<file path="src/rtl/serial_add_sub_unit_pkg.sv">
// Shared ALU definitions: datapath width, op-select codes and the serial unit's state encoding.
package serial_add_sub_unit_pkg;

    localparam int ALU_WIDTH = 32;

    localparam logic OP_ADD = 1'b0;
    localparam logic OP_SUB = 1'b1;

    typedef enum logic [1:0] {
        ST_IDLE = 2'd0,
        ST_RUN  = 2'd1,
        ST_DONE = 2'd2
    } state_t;

endpackage

</file>
<file path="src/rtl/serial_add_sub_unit_if.sv">
// Start/done operand and result bundle between an ALU sequencer and the serial add/sub unit.
interface serial_add_sub_unit_if
    import serial_add_sub_unit_pkg::*;
    #(parameter int WIDTH = ALU_WIDTH);

    logic             start;
    logic             sub;
    logic [WIDTH-1:0] A;
    logic [WIDTH-1:0] B;
    logic             busy;
    logic             done;
    logic [WIDTH-1:0] result;
    logic             cout;
    logic             overflow;

    modport master (
        output start, sub, A, B,
        input  busy, done, result, cout, overflow
    );

    modport slave (
        input  start, sub, A, B,
        output busy, done, result, cout, overflow
    );

endinterface

</file>
<file path="src/rtl/serial_add_sub_unit_full_adder.sv">
// Existing 1-bit full adder cell reused by the bit-serial add/sub datapath.
module full_adder (
    input  logic Ai,
    input  logic Bi,
    input  logic Cini,
    output logic Di,
    output logic Couti
);

    assign Di    = Ai ^ Bi ^ Cini;
    assign Couti = (Ai & Bi) | (Cini & (Ai ^ Bi));

endmodule

</file>
<file path="src/rtl/serial_add_sub_unit.sv">
// Bit-serial WIDTH-bit adder/subtractor: one full_adder, LSB first, one operation per WIDTH+2 cycles.
//   state   | meaning
//   ST_IDLE | waiting for start; result/cout/overflow hold the last operation
//   ST_RUN  | one operand bit pair summed per clock, busy = 1
//   ST_DONE | single-cycle done pulse, then back to ST_IDLE
module serial_add_sub_unit
    import serial_add_sub_unit_pkg::*;
    #(parameter int WIDTH = ALU_WIDTH)
(
    input  logic                 clk,
    input  logic                 rst_n,
    serial_add_sub_unit_if.slave bus
);

    localparam int CNT_W = $clog2(WIDTH);
    localparam logic [CNT_W-1:0] CNT_LAST = CNT_W'(WIDTH - 1);

    state_t           state;
    state_t           state_nxt;
    logic [WIDTH-1:0] a_sr;
    logic [WIDTH-1:0] b_sr;
    logic [WIDTH-1:0] result_q;
    logic [CNT_W-1:0] cnt;
    logic             carry;
    logic             cout_q;
    logic             ovf_q;
    logic             fa_sum;
    logic             fa_cout;
    logic             last_bit;

    full_adder u_full_adder (
        .Ai    (a_sr[0]),
        .Bi    (b_sr[0]),
        .Cini  (carry),
        .Di    (fa_sum),
        .Couti (fa_cout)
    );

    assign last_bit = (cnt == CNT_LAST);

    always_ff @(posedge clk or negedge rst_n) begin
        if (!rst_n) begin
            state <= ST_IDLE;
        end else begin
            state <= state_nxt;
        end
    end

    always_comb begin
        state_nxt = state;
        case (state)
            ST_IDLE: if (bus.start) state_nxt = ST_RUN;
            ST_RUN:  if (last_bit)  state_nxt = ST_DONE;
            ST_DONE: state_nxt = ST_IDLE;
            default: state_nxt = ST_IDLE;
        endcase
    end

    // Subtraction is A + ~B + 1: B is inverted at capture and the +1 enters as the initial carry.
    always_ff @(posedge clk or negedge rst_n) begin
        if (!rst_n) begin
            a_sr     <= '0;
            b_sr     <= '0;
            result_q <= '0;
            cnt      <= '0;
            carry    <= 1'b0;
            cout_q   <= 1'b0;
            ovf_q    <= 1'b0;
        end else begin
            case (state)
                ST_IDLE: begin
                    if (bus.start) begin
                        a_sr  <= bus.A;
                        b_sr  <= bus.B ^ {WIDTH{bus.sub}};
                        carry <= bus.sub;
                        cnt   <= '0;
                    end
                end
                ST_RUN: begin
                    result_q <= {fa_sum, result_q[WIDTH-1:1]};
                    a_sr     <= a_sr >> 1;
                    b_sr     <= b_sr >> 1;
                    carry    <= fa_cout;
                    cnt      <= cnt + CNT_W'(1);
                    if (last_bit) begin
                        cout_q <= fa_cout;
                        ovf_q  <= carry ^ fa_cout;
                    end
                end
                default: ;
            endcase
        end
    end

    assign bus.busy     = (state == ST_RUN);
    assign bus.done     = (state == ST_DONE);
    assign bus.result   = result_q;
    assign bus.cout     = cout_q;
    assign bus.overflow = ovf_q;

endmodule

</file>
<file path="src/flat_wrapper.sv">
// flat-port wrapper written by rule: the top's interface ports become plain ports
module serial_add_sub_unit_flat import serial_add_sub_unit_pkg::*;
#(parameter int WIDTH = ALU_WIDTH)
  (clk, rst_n, bus_start, bus_sub, bus_A, bus_B, bus_busy, bus_done, bus_result, bus_cout, bus_overflow);
  serial_add_sub_unit_if #(.WIDTH(WIDTH)) bus_i ();
  input  logic clk;
  input  logic rst_n;
  input wire logic [$bits(bus_i.start)-1:0] bus_start;
  input wire logic [$bits(bus_i.sub)-1:0] bus_sub;
  input wire logic [$bits(bus_i.A)-1:0] bus_A;
  input wire logic [$bits(bus_i.B)-1:0] bus_B;
  output wire logic [$bits(bus_i.busy)-1:0] bus_busy;
  output wire logic [$bits(bus_i.done)-1:0] bus_done;
  output wire logic [$bits(bus_i.result)-1:0] bus_result;
  output wire logic [$bits(bus_i.cout)-1:0] bus_cout;
  output wire logic [$bits(bus_i.overflow)-1:0] bus_overflow;
  assign bus_i.start = bus_start;
  assign bus_i.sub = bus_sub;
  assign bus_i.A = bus_A;
  assign bus_i.B = bus_B;
  assign bus_busy = bus_i.busy;
  assign bus_done = bus_i.done;
  assign bus_result = bus_i.result;
  assign bus_cout = bus_i.cout;
  assign bus_overflow = bus_i.overflow;
  serial_add_sub_unit #(.WIDTH(WIDTH)) u_core (.clk(clk), .rst_n(rst_n), .bus(bus_i));
endmodule
</file>
<file path="config.mk">
export PLATFORM = sky130hd
export DESIGN_NAME = serial_add_sub_unit_flat
export DESIGN_NICKNAME = d
export VERILOG_FILES = /design/src/rtl/serial_add_sub_unit_pkg.sv /design/src/rtl/serial_add_sub_unit_if.sv /design/src/rtl/serial_add_sub_unit_full_adder.sv /design/src/rtl/serial_add_sub_unit.sv /design/src/flat_wrapper.sv
export SDC_FILE = /design/constraint.sdc
export NUM_CORES = 1
export LEC_CHECK = 0
export CAP_MARGIN = 40
export CORE_UTILIZATION = 50
export DETAILED_ROUTE_END_ITERATION = 16
export GPL_TIMING_DRIVEN = 0
export PLACE_DENSITY = 0.89
export SLEW_MARGIN = 30
export SYNTH_ARGS = -nofsm -noshare
export SYNTH_HDL_FRONTEND = slang
export SYNTH_SLANG_ARGS = --single-unit
</file>
<file path="constraint.sdc">
create_clock -name clk -period 2 [get_ports clk]
set_clock_uncertainty 0.2 [all_clocks]
set_input_delay 0.2 -clock clk [delete_from_list [all_inputs] [get_ports clk]]
set_output_delay 0.2 -clock clk [all_outputs]
set_load 0.01 [all_outputs]
</file>
==> flow_summary.ini, run 1 <==
[critical_path]
path_buf_inv = 3
endpoint_kind = output port
cp_max_fo = 19
critPathKind = flop to output port
required_ps = 1600
start_kind = flop
path_delay_family = buffers and inverters
cpPeakStageDelay_ps = 370
arrival_ps = 1540
crit_chain = buf_2 -> buf_4 -> nor2b_1 -> clkdlybuf4s15_1
crit_slowest_cell = dfrtp_1
r2r_setup_slack_ps = 130

[flow_run]
drv_cap = 0

[cts]
clock_tree.buffer_depth = 2
cts.sinks = 106
root_buffer = clkbuf_8
numCtsBuffers = 9
clock_latency_ps = 360
cts.clk_slew.worst_paths_ps = 110
cts_tree = built
cts_max_level = 3

[yosys]
synth.net_count = 573
synthFlopType = dfrtp_1
synth-warning-count = 0
synth_compound_area_frac = 0.165
synthAdderAreaFrac = 0.00941
synth-async-reset-ratio = 1.00
synth_area_sq_um = 4790
synth_xor_area_frac = 0.0604
synth_cell_types = 34
synth_top_family_by_area = compound AO/OA/AOI/OAI gates
synth_cells = 502
muxShareOfSynthArea = 0.00444
ys_seq_elements = 106
ys_seq_area_frac = 0.554
synth-simple-area-share = 0.163
synth.avg_cell_area_sq_um = 9.53
synth_edf_count = 0

[drt]
via_per_inst = 5.42
post_drt_wl_per_cell_um = 14.8
firstDrtPassIters = 5
vias = 4069
drtIter0Drc = 217
drt-total-wl_mm = 11.2
postRouteAntennaNets = 0
post-route-drc-count = 0

[global_routing]
grt_pass1_wl_mm = 18.8
grt_max_degree = 61
grt_pass1_vias = 4045
grtUsageMet2 = 0.402
grt_util_met1 = 0.308
grt_overflow = 0
grtUsageTotal = 0.239
grt.busiest_layer = met2
grt_antenna_before_repair = 0
met3_usage = 0.0606

[power]
vdd.ir_drop.worst_mv = 0.471
power.total_w = 0.00727
cellLeakagePower_nw = 2.70
p_per_area_nw_per_um2 = 1170

[place]
io_buffer_count = 102
dp.cells = 734
post-dp-hpwl_mm = 8.03
gp_congestion = 0.821
place_ws_ps = -274

[sta]
hold_viol = 0
fmax_ghz = 0.516
fin_setup_tns_ps = 0
worst_slack_ps = 62.8
fin_crit_ps = 1940
slew_headroom = 0.630
setup_viol = 0
slew_viol_final = 0
hold_ws_ps = 76.1
tightest_slew_ps = 555
rsz0062_at_grt = false
post-route-period-util = 0.969

[floorplanning]
initial_utilization = 0.518
io_pins = 104
rows = 35
dieWidth_um = 99.8
fp.dieH_um = 99.8
coreArea_sq_um = 9240
die_area_sq_um = 9970

[layout]
fin_nets = 688
multi_input_area_sq_um = 1920
diodes = 0
seq_area_sq_um = 2650
num-fill-cells = 739
drive_gt1_frac = 0.0659
syn_to_final_growth_pct = 29.6
stdcell_count = 751

[run_status]
outcome = finished clean

[min_path]
hp-class = input pin to flop
metrics by stage:
| step | instance area, sq um | util |
|---|---|---|
| 6_report | 6200 | 0.671 |
| 3_3_place_gp | 5970 | 0.646 |
| 5_1_grt | 6200 | 0.671 |
| 3_5_place_dp | 6000 | 0.649 |
| 2_1_floorplan | 4790 | - |
| 4_1_cts | 6200 | 0.671 |
placed cells by master, fill, tap and decap left out, drive strengths merged, types with 2 or more instances in the layout:
cell type	count
dfrtp	106
a22oi	34
clkbuf	27
nand2	185
buf	25
clkdlybuf4s50	99
o32ai	2
nor2	4
o221ai	28
ha	2
and2b	2
a221o	2
a22o	2
nand3	2
nor2b	3
inv	7
xnor2	32
clkinvlp	2
o21ai	35
clkinv	3
a21oi	5
final timing paths:
path                                                  start                          end  cells past startpoint
worst max-delay path            u_core.state[0]$_DFFE_PN0P_                     bus_done                      4
worst min-delay path                                bus_sub   u_core.b_sr[1]$_DFFE_PN0P_                      3
worst max register to register  u_core.state[1]$_DFFE_PN0P_  u_core.b_sr[23]$_DFFE_PN0P_                      4
worst min register to register  u_core.a_sr[11]$_DFFE_PN0P_  u_core.a_sr[11]$_DFFE_PN0P_                      2
max in group asynchronous                             rst_n  u_core.a_sr[12]$_DFFE_PN0P_                      3
min in group asynchronous                             rst_n  u_core.b_sr[15]$_DFFE_PN0P_                      2
layer usage:
metal  wire (um)  part of all wire
met2        5630              0.50
met5           0                 0
met3         635             0.057
met4         148             0.013
met1        4740              0.42
synth_stat cells, types with 2 or more instances:
master      n  area [sq um]
nand2_1   185           694
dfrtp_1   106          2650
o21ai_0    35           175
a22oi_1    34           255
xnor2_1    32           280
o221ai_1   28           245
clkbuf_1   19          71.3
buf_2      14          70.1
a21oi_1     5          25.0
buf_1       5          18.8
inv_1       4          15.0
nor2_1      4          15.0
nor2b_1     3          18.8
a221o_1     2          20.0
a22o_1      2          17.5
and2b_1     2          15.0
buf_6       2          22.5
ha_1        2          25.0
nand3_1     2          10.0
o32ai_1     2          17.5
where the power goes:
part / internal (W) / switching (W) / total [W]
Sequential: 0.00296 / 0.000553 / 0.00351
Clock: 0.000464 / 0.000766 / 0.00123
Combinational: 0.00130 / 0.00122 / 0.00253
area by class of cell:
cell class | count | share of cell area
tap | 129 | 0.0260
clock buffer | 9 | 0.0200
inverter | 5 | 0.00383
timing repair buffer | 106 | 0.173
clock inverter | 7 | 0.00867
multi-input combinational | 350 | 0.310
buffer | 39 | 0.0305
sequential | 106 | 0.428
flip-flops by register name (all words and copies together) (netlist names):
signal and cells:
u_core.a_sr 32, u_core.b_sr 32, u_core.bus.cout 1, u_core.bus.overflow 1, u_core.bus.result 32, u_core.carry 1, u_core.cnt 5, u_core.state 2
logic make-up after synthesis:
kind of cell / count (synthesis)
AO/OA/AOI/OAI: 112
multiplexers: 2
AND/OR/NAND/NOR: 200
XOR/XNOR: 33
buffers and inverters: 46
adder cells (fa/ha/maj): 3
flip-flops: 106
repair_timing:
action,in CTS,in global routing
hold buffers,1,0
gates resized for setup,8,1
endpoints found under the hold margin,59,0
setup buffers,2,0
setup endpoints to repair,2,1
worst reg2reg max path, stage by stage (launching register included):
cell	delay (ps)
dfrtp_2	430
buf_4	130
clkbuf_1	360
clkbuf_1	440
o221ai_1	180
Note: power is estimated with default switching activity, not from simulation.
==> run 2, diff against run 1 <==
CTS_CLUSTER_SIZE = 20   (was not set)
==> results of run 2 <==
The final DEF is identical to that of run 1; final timing and power are the same.
==> run 3, diff against run 2 <==
SYNTH_HIERARCHICAL = 1   (was not set)
==> flow_summary.ini, run 3 <==
[run_status]
outcome = finished clean

[cts]
cts_max_level = 3
cts.clk_slew.worst_paths_ps = 100
numCtsBuffers = 9
clock_latency_ps = 360
clock_tree.buffer_depth = 2
cts_tree = built
root_buffer = clkbuf_8
cts.sinks = 106

[yosys]
synth-async-reset-ratio = 1.00
ys_seq_elements = 106
synth_edf_count = 0
synthTopCellsByArea = dfrtp_1 (55%), nand2_1 (10%), a221o_1 (6.4%)
synth_cell_types = 30
synth-warning-count = 6
synthFlopType = dfrtp_1
synth_common_cells = nand2_1 (131), dfrtp_1 (106), a22oi_1 (32), xor2_1 (32)
synth.most_common_cell = nand2_1
yosys.area.top_type_share = 0.549
synth.avg_cell_area_sq_um = 10.3
synth_area_sq_um = 4830
ys_seq_area_frac = 0.549
synth_cells = 468
synth_top_area_cell = dfrtp_1
synth.net_count = 539

[floorplanning]
io_pins = 104
fp.dieH_um = 100
coreArea_sq_um = 9280
dieWidth_um = 100
rows = 35
initial_utilization = 0.520
die_area_sq_um = 10100

[min_path]
hp-class = input pin to flop

[critical_path]
required_ps = 1600
endpoint = bus_done
endpoint_kind = output port
arrival_ps = 1520
setup.worst_path.start = u_core/state[0]$_DFFE_PN0P_
crit_slowest_cell = dfrtp_1
start_kind = flop
critPathKind = flop to output port
r2r_setup_slack_ps = 160
crit_chain = buf_4 -> clkbuf_8 -> nor2b_2 -> dlygate4sd2_1
reg2reg_to = u_core/b_sr[29]$_DFFE_PN0P_
r2r_start = u_core/state[1]$_DFFE_PN0P_
r2r.worst_path.cells = 4
cpPeakStageDelay_ps = 370
cp_max_fo = 19

[flow_run]
drv_cap = 0

[layout]
final_cell_mix = nand2_1 (131), dfrtp_1 (105), clkdlybuf4s50_1 (99), a22oi_1 (32), xor2_1 (32)
mostFrequentLayoutCell = nand2_1
drive_gt1_frac = 0.0751
fin_nets = 652
syn_to_final_growth_pct = 29.8
diodes = 0
num-fill-cells = 734
postLayoutCoreUtil = 0.675

[drt]
drt-total-wl_mm = 11.0
via_per_inst = 5.51
drtIter0Drc = 286
firstDrtPassIters = 5
post_drt_wl_per_cell_um = 15.3
postRouteAntennaNets = 0
post-route-drc-count = 0
vias = 3938

[sta]
slew_headroom = 0.676
setup_viol = 0
fmax_ghz = 0.520
worst_slack_ps = 78.2
tightest_slew_ps = 485
fin_setup_tns_ps = 0
rsz0062_at_grt = false
fin_crit_ps = 1920
post-route-period-util = 0.961
slew_viol_final = 0
hold_viol = 0

[global_routing]
grtUsageTotal = 0.231
grt_pass1_vias = 3979
grt_antenna_before_repair = 0
grt_max_degree = 55
grt_pass1_wl_mm = 18.4
grt_overflow = 0

[place]
io_buffer_count = 102
place_ws_ps = -283
post-dp-hpwl_mm = 8.03
gp_congestion = 0.801

[power]
vdd.ir_drop.worst_mv = 0.472
p_per_area_nw_per_um2 = 1310
cellLeakagePower_nw = 2.94
power.total_w = 0.00822
-- run 3: cell count changes in the layout (fill, tap and decap cells not counted), sizes merged, moves of 4 or more --
cell    delta
nand2     -54
and3b     +31
xnor2     -31
xor2      +31
a221o     +29
o221ai    -28
buf        -5
clkbuf     +4
-- run 3: power by group --
part           total, W  leakage, nW  switching (W)  internal [W]
sequential      0.00353         1.38       0.000552       0.00298
clock           0.00133       0.0979       0.000737      0.000596
combinational   0.00336         1.46        0.00168       0.00168
-- run 3: layout make-up --
cell class | count | area [sq um] | share of cell area
clock inverters | 6 | 72.6 | 0.0116
well taps | 129 | 161 | 0.0257
plain buffers | 38 | 184 | 0.0293
clock buffers | 10 | 128 | 0.0204
inverters | 2 | 10.0 | 0.00160
repair buffers | 105 | 1070 | 0.170
multi-input cells | 319 | 1990 | 0.318
flip-flops and latches | 106 | 2650 | 0.423
-- run 3: how the worst min path moves through the flow --
stage                     slack (ps)                   startpoint  cells after the start                           endpoint
after global placement           260  u_core/a_sr[10]$_DFFE_PN0P_                      2        u_core/a_sr[10]$_DFFE_PN0P_
after CTS                        100                      bus_sub                      3         u_core/b_sr[0]$_DFFE_PN0P_
after global routing             140                      bus_sub                      3         u_core/b_sr[0]$_DFFE_PN0P_
final                            110                      bus_sub                      3         u_core/b_sr[0]$_DFFE_PN0P_
after detailed placement         -20                        rst_n                      1  u_core/bus.result[25]$_DFFE_PN0P_
after floorplan                 -300                        rst_n                      0         u_core/a_sr[0]$_DFFE_PN0P_
-- run 3: cells by family after synthesis --
| logic type | synth area share |
|---|---|
| AND/OR/NAND/NOR | 0.172 |
| AO/OA/AOI/OAI | 0.167 |
| flip-flops | 0.549 |
| buffers and inverters | 0.0388 |
| XOR/XNOR | 0.0598 |
| adder cells (fa/ha/maj) | 0.00932 |
| multiplexers | 0.00440 |
-- run 3: repair_timing --
| action | CTS | global route |
|---|---|---|
| setup endpoints to repair | 2 | 2 |
| endpoints found under the hold margin | 84 | 0 |
| resized for setup | 9 | 3 |
| buffers inserted | 1 | 0 |
| hold buffers | 1 | 0 |
-- run 3: per-layer routing --
layer  global-route usage  wire (um)
met1                0.305       4870
met5                    0          0
met2                0.389       5420
met4               0.0914        186
met3               0.0313        488
-- run 3: worst max-delay path: cells and delay by family, from the launching register on --
kind | cells | cell delay, ps
buf+inv | 3 | 640
simple gates | 1 | 140
flops | 1 | 370
-- run 3: per-stage QoR --
stage,cell area (sq um),hold WS (ps),std cells
floorplan,4830,-296,468
global placement,6010,261,699
detailed placement,6040,-21.9,700
CTS,6260,98.6,715
global route,6270,135,715
finish,6270,114,715
